### config.mk
export PLATFORM = sky130hd
export DESIGN_NAME = if_stage
export DESIGN_NICKNAME = d
export VERILOG_FILES = /design/src/rtl/if_stage_pkg.sv /design/src/rtl/if_stage.sv
export SDC_FILE = /design/constraint.sdc
export NUM_CORES = 1
export LEC_CHECK = 0
export BUFFER_PORTS_ARGS = -buffer_cell sky130_fd_sc_hd__clkbuf_2
export CELL_PAD_IN_SITES_DETAIL_PLACEMENT = 0
export CELL_PAD_IN_SITES_GLOBAL_PLACEMENT = 1
export CORE_MARGIN = 2
export CORE_UTILIZATION = 25
export DETAILED_ROUTE_END_ITERATION = 16
export GPL_TIMING_DRIVEN = 1
export PLACE_DENSITY_LB_ADDON = 0.15
export SYNTH_ARGS = -nofsm -noshare
export SYNTH_HDL_FRONTEND = slang
export SYNTH_SLANG_ARGS = --single-unit
### constraint.sdc
create_clock -name clk -period 3.2 [get_ports clk]
set_clock_uncertainty 0.15 [all_clocks]
set_input_delay 0.64 -clock clk [delete_from_list [all_inputs] [get_ports clk]]
set_output_delay 0.64 -clock clk [all_outputs]
set_load 0.01 [all_outputs]
### src/rtl/if_stage_pkg.sv
// Shared widths and constants for the fetch stage and its neighbours.
package if_stage_pkg;

  localparam int unsigned IF_TO_ID_BUS_WD = 64;
  localparam int unsigned ID_TO_PC_BUS_WD = 33;

  localparam logic [31:0] RESET_PC_DEFAULT = 32'hBFC0_0000;

  // Sequential successor of a word address; wraps modulo 2^32.
  function automatic logic [31:0] pc_plus4(input logic [31:0] pc);
    return pc + 32'd4;
  endfunction

endpackage

### src/rtl/if_stage.sv
// Instruction-fetch stage: owns the PC, drives the synchronous instruction SRAM and hands
// {PC+4, inst} to ID under a valid/allow_in handshake. Taken branches redirect fetch after
// the delay slot; the fetched word is buffered while ID stalls.
module if_stage
  import if_stage_pkg::*;
#(
  parameter logic [31:0] RESET_PC = RESET_PC_DEFAULT
) (
  input  logic                       clk,
  input  logic                       reset,
  input  logic [ID_TO_PC_BUS_WD-1:0] ID_to_PC_bus,
  input  logic                       ID_allow_in,
  output logic                       IF_to_ID_valid,
  output logic [IF_TO_ID_BUS_WD-1:0] IF_to_ID_bus,
  output logic                       inst_sram_en,
  output logic [31:0]                inst_sram_addr,
  input  logic [31:0]                inst_sram_rdata
);

  logic        if_valid_q;
  logic [31:0] fetch_pc_q;
  logic        buf_valid_q;
  logic [31:0] inst_buf_q;
  logic        br_pending_q;
  logic [31:0] br_target_q;

  logic        br_taken;
  logic [31:0] br_target;
  logic        redirect_now;
  logic        if_allow_in;
  logic        fetch_en;
  logic [31:0] next_pc;
  logic [31:0] inst;

  assign br_taken  = ID_to_PC_bus[0];
  assign br_target = ID_to_PC_bus[32:1];

  // A taken branch only counts on the edge where it actually leaves ID.
  assign redirect_now = br_taken & ID_allow_in;
  assign if_allow_in  = ~if_valid_q | ID_allow_in;
  assign fetch_en     = ~reset & if_allow_in;

  // Next fetch address; a pending target from an earlier branch beats a new redirect.
  always_comb begin
    next_pc = pc_plus4(fetch_pc_q);
    if (br_pending_q) begin
      next_pc = br_target_q;
    end else if (redirect_now && if_valid_q) begin
      next_pc = br_target;
    end
  end

  // Buffered word takes over once the SRAM output is no longer guaranteed.
  always_comb begin
    inst = buf_valid_q ? inst_buf_q : inst_sram_rdata;
  end

  assign inst_sram_en   = fetch_en;
  assign inst_sram_addr = next_pc;
  assign IF_to_ID_valid = if_valid_q;
  assign IF_to_ID_bus   = {pc_plus4(fetch_pc_q), inst};

  // PC register and IF valid bit: advance on every issued fetch.
  always_ff @(posedge clk) begin
    if (reset) begin
      if_valid_q <= 1'b0;
      fetch_pc_q <= RESET_PC - 32'd4;
    end else if (fetch_en) begin
      if_valid_q <= 1'b1;
      fetch_pc_q <= next_pc;
    end else if (ID_allow_in) begin
      if_valid_q <= 1'b0;
    end
  end

  // Pending redirect: branch left ID before its delay slot was fetched.
  always_ff @(posedge clk) begin
    if (reset) begin
      br_pending_q <= 1'b0;
      br_target_q  <= 32'h0;
    end else if (br_pending_q) begin
      if (fetch_en) begin
        br_pending_q <= 1'b0;
      end
    end else if (redirect_now && !if_valid_q) begin
      br_pending_q <= 1'b1;
      br_target_q  <= br_target;
    end
  end

  // Instruction buffer: capture the SRAM word on the first stalled cycle, release on handoff.
  always_ff @(posedge clk) begin
    if (reset) begin
      buf_valid_q <= 1'b0;
      inst_buf_q  <= 32'h0;
    end else if (if_valid_q && ID_allow_in) begin
      buf_valid_q <= 1'b0;
    end else if (if_valid_q && !ID_allow_in && !buf_valid_q) begin
      buf_valid_q <= 1'b1;
      inst_buf_q  <= inst_sram_rdata;
    end
  end

endmodule
======== Word-level counts from Yosys, hierarchy flattened ========
Index checks and enable logic that the tools add are counted.
word-level totals
  bits in registers ....................... 99
  bits in latches ......................... 0
  RAM bits ................................ 0
  memory bits (read-only) ................. 0
  bits of input ports ..................... 68
  output and inout bits ................... 98
  memories kept ........................... 0
operators by class
  add/subtract/negate cells ............... 1
  multipliers ............................. 0
  divide/modulo/power cells ............... 0
  order comparisons ....................... 0
  eq/ne operators ......................... 0
  shift-type cells ........................ 0
  mux-type cells .......................... 8
  bitwise logic cells ..................... 7
  reduce and logical (&&, ||, !) cells .... 12
operators with widths
  operator                                                          count
  32-bit two-way mux                                                3
  32-bit by 3-bit adder with 32-bit output (second input constant)  1
  1-bit logical AND                                                 5
  1-bit two-way mux                                                 5
  1-bit inverter                                                    4
  2-bit AND reduction                                               2
  1-bit logical NOT                                                 3
  1-bit AND                                                         2
  2-bit nonzero test                                                1
  2-bit OR reduction                                                1
  1-bit OR                                                          1

======== Longest topological paths before layout ========
  depth after elaboration ................. 5
  depth in mapped cells ................... 8

======== Least setup slack after synthesis ========
OpenSTA, ideal clock, no wires.
  path kind ............................... in2out
  from .................................... input port ID_to_PC_bus[0]
  to ...................................... output port inst_sram_addr[5]
  data arrival time ....................... 1.945 ns
  setup slack ............................. 0.465 ns
  stages on the path ...................... 6
  buffers on the path ..................... 3
  path through ............................ nand3_1 clkbuf_1 clkbuf_1 buf_2 nor2_1 o31ai_1
on the way
  cells in the longest elaborated chain, start to end .. 4
RTL lines
  what                line            RTL
  start: declaration  if_stage.sv:11  input logic [ID_TO_PC_BUS_WD-1:0] ID_to_PC_bus,
  1-bit AND           if_stage.sv:39  assign redirect_now = br_taken & ID_allow_in;
  1-bit logical AND   if_stage.sv:48  end else if (redirect_now && if_valid_q) begin
  32-bit two-way mux  if_stage.sv:48
  32-bit two-way mux  if_stage.sv:46  if (br_pending_q) begin
  end: declaration    if_stage.sv:16  output logic [31:0] inst_sram_addr,
Every way passes these cells.

======== Worst setup path after layout ========
  from .................................... register fetch_pc_q[21]
  to ...................................... output port inst_sram_addr[29]
on the way
  cells in the longest elaborated chain, start to end .. 3
RTL lines
  what                                      line                RTL
  start: declaration                        if_stage.sv:21      logic [31:0] fetch_pc_q;
  start signal: assignment                  if_stage.sv:67      fetch_pc_q <= RESET_PC - 32'd4;
  start signal: assignment                  if_stage.sv:70      fetch_pc_q <= next_pc;
  32-bit by 3-bit adder with 32-bit output  if_stage_pkg.sv:11  return pc + 32'd4;
  32-bit two-way mux                        if_stage.sv:48
  32-bit two-way mux                        if_stage.sv:46
Every way passes these cells.

==> metrics.txt <==
Final GP Congestion=0.786; Synth cell types=65; worst-path cell chain=nand2_1 > or4_4 > buf_4 > o31a_1 > o31ai_1 > nand2_1 > clkbuf_2; deepest clock path buffer count=2; Async S/R FF share, synth=0; placed insts=1,189; vias after detailed routing=5,874; site row count=55; Leakage=0.00293 uW; worst hold slack=0.304 ns; DRC=0; Critical Path End Type=primary output; Iteration-0 DRC Markers=340; Crit Path Max Fanout=7; hold_buf cts=0; setup bufs post-CTS=0; number of global-route vias before repair=5,687; Int Pwr=2430 uW; initial core utilization=0.253; Routed Antenna Nets=0; largest cells by area after synthesis=dfxtp_1, nand2_1, a21oi_1; Fmax=324 MHz; Nets=984; max_cap viols=0; VDD IR max=0.253 mV; CP max stage cell=or4_4; Crit Path Class=reg -> out; Post-Syn Instances=771; total routed wirelength=20,900 um; overall die height=155 um; first-pass GRT wire length=32,400 um; Syn Nets=840; gr usage total=0.172; Die Width=155 um; combinational fraction of design power=0.354; dominant synthesized flop cell=dfxtp_1; status=complete, no violations; largest net degree at the start of global routing=89; floorplan core area=0.0225 mm^2; Antenna diodes=0; WP buf/inv=2; Synth top cells by count=nand2_1, dfxtp_1, a21oi_1; Post-synth EDFFs=0; area share of the largest cell type after synthesis=0.348; gr ovfl total=0; hpwl dp=14,800 um; Fillers=2,457; DRT Pass-1 Iters=4; cell area after layout=0.00725 mm^2; crit path time final=3.09 ns; delay of the slowest critical-path stage=0.56 ns; Synth warnings=0; Top Ports=166; cell repeated most along the worst path=nand2_1; Top delay family on crit path=simple AND/OR/NAND/NOR gates; Clock Power Share=0.280; H-tree depth=3; wire per inst=17.3 um; IO Port Bufs=165; mean post-synth cell area=7.39 um^2; synthesized cell area=0.00570 mm^2; die area=0.0240 mm^2; Arr. time, crit path=2.30 ns; Post-Layout Cell Count=1,205; sequential fraction of the synthesis area=0.348; sequential share of power=0.366; crit start category=flop; Hold Crit Class=reg -> reg; share of layout cells above drive strength 1=0.323; Max-slew headroom=0.285; Max Slew Vio Count=0; final setup vio count=0; final worst-path cycle share=0.965; Final Hold Vio Count=0; CTS tree=yes; Yosys reg bits=99; Vias/cell=4.87; root buffer cell=clkbuf_16; Critical Path RT=2.41 ns; Synth area leader=dfxtp_1; sw frac=0.371; antenna violations before repair=0; Switching Power=1440 uW; TritonCTS buffer count=9; Slew @ Worst Pin=1.07 ns; most frequent cell after synthesis=nand2_1; Clock Latency Late Sink=0.36 ns; dpl cell area=0.00689 mm^2; pwr/cell area=534 mW/mm^2; clock-pin slew on the worst setup and hold paths=0.07 ns; Syn-to-layout area delta=27.2%; clock sinks=99
[placed cells by master, fill, tap and decap left out, types with 6 or more instances in the layout]
master     synthesis  final
xor2_1            11     11
dfxtp_1           99     88
a31oi_1           12     12
clkbuf_16          0      9
nand2_1          182    181
and2_1             6      6
nor2_1            42     41
a21oi_1           98     98
o21ai_0           29     29
o31ai_1            7      7
nand4_1           14     14
xnor2_1           13     10
and3_1             8      7
buf_4              2     37
nor3_1            12     11
dfxtp_2            0     10
inv_1             14     14
nand3_1           21     20
mux2_2            33     33
or3_1              7      6
clkbuf_2           2    164
[logic make-up after synthesis]
family | count (synthesis) | share of synthesized area
fa+ha+maj | 1 | 0.00219
compound gates | 197 | 0.212
simple gates | 329 | 0.268
mux | 38 | 0.0740
flops | 99 | 0.348
buf+inv | 83 | 0.0586
xor+xnor | 24 | 0.0369
[per-stage QoR]
step	power [uW]	setup WS, ns	utilization	setup TNS (ns)
finish	3870	0.111	0.322	0
global route	4150	-0.0383	0.322	-0.0459
CTS	3930	0.00169	0.320	0
detailed placement	2800	0.230	0.306	0
global placement	2800	0.254	0.306	0
floorplan	2220	0.465	-	0
[metal layers]
metal / GRT usage / wire, um / vias to the layer above
met4: 0.0419 / 201 / 0
met1: 0.228 / 9780 / 2741
li1: - / - / 2992
met2: 0.277 / 9620 / 129
met5: 0 / 0 / -
met3: 0.0479 / 1280 / 12
[worst register-to-register path, cell delays in order, from the launching register on]
cell     delay, ns
dfxtp_2       0.58
buf_4         0.40
or3_2         0.73
nand2_1       0.14
a21oi_1       0.16
[power by group through the flow]
stage	Sequential, uW	Clock [uW]	Combinational (uW)
6_report	1420	1080	1370
4_1_cts	1410	1140	1380
2_1_floorplan	1390	0	829
5_1_grt	1430	1200	1510
3_3_place_gp	1430	0	1360
3_5_place_dp	1430	0	1360
[timing repair]
item,in CTS,in global routing
gates resized for setup,11,15
endpoints found under the setup margin,12,20
pin swaps,1,3
[registers in the layout, indices dropped and copies added (netlist names)]
signal          count
IF_to_ID_valid      1
br_pending_q        1
br_target_q        32
buf_valid_q         1
fetch_pc_q         32
inst_buf_q         32
[final timing paths]
check	from	end	slack, ns	depth (start not counted)
worst max register to register	br_pending_q	br_target_q[4]	0.97	4
worst min register to register	br_target_q[7]	br_target_q[7]	0.30	2
worst min-delay path	br_target_q[7]	br_target_q[7]	0.30	2
worst max-delay path	fetch_pc_q[21]	inst_sram_addr[29]	0.11	7
[area by class of cell]
| type | instances | area (um^2) | area share |
|---|---|---|---|
| clock buffers | 9 | 225 | 0.0311 |
| clock inverters | 7 | 58.8 | 0.00811 |
| repair buffers | 202 | 1100 | 0.152 |
| well taps | 285 | 357 | 0.0492 |
| multi-input cells | 589 | 3460 | 0.477 |
| flip-flops and latches | 99 | 2000 | 0.275 |
| inverters | 14 | 52.6 | 0.00725 |
(Power assumes the default switching activity.)
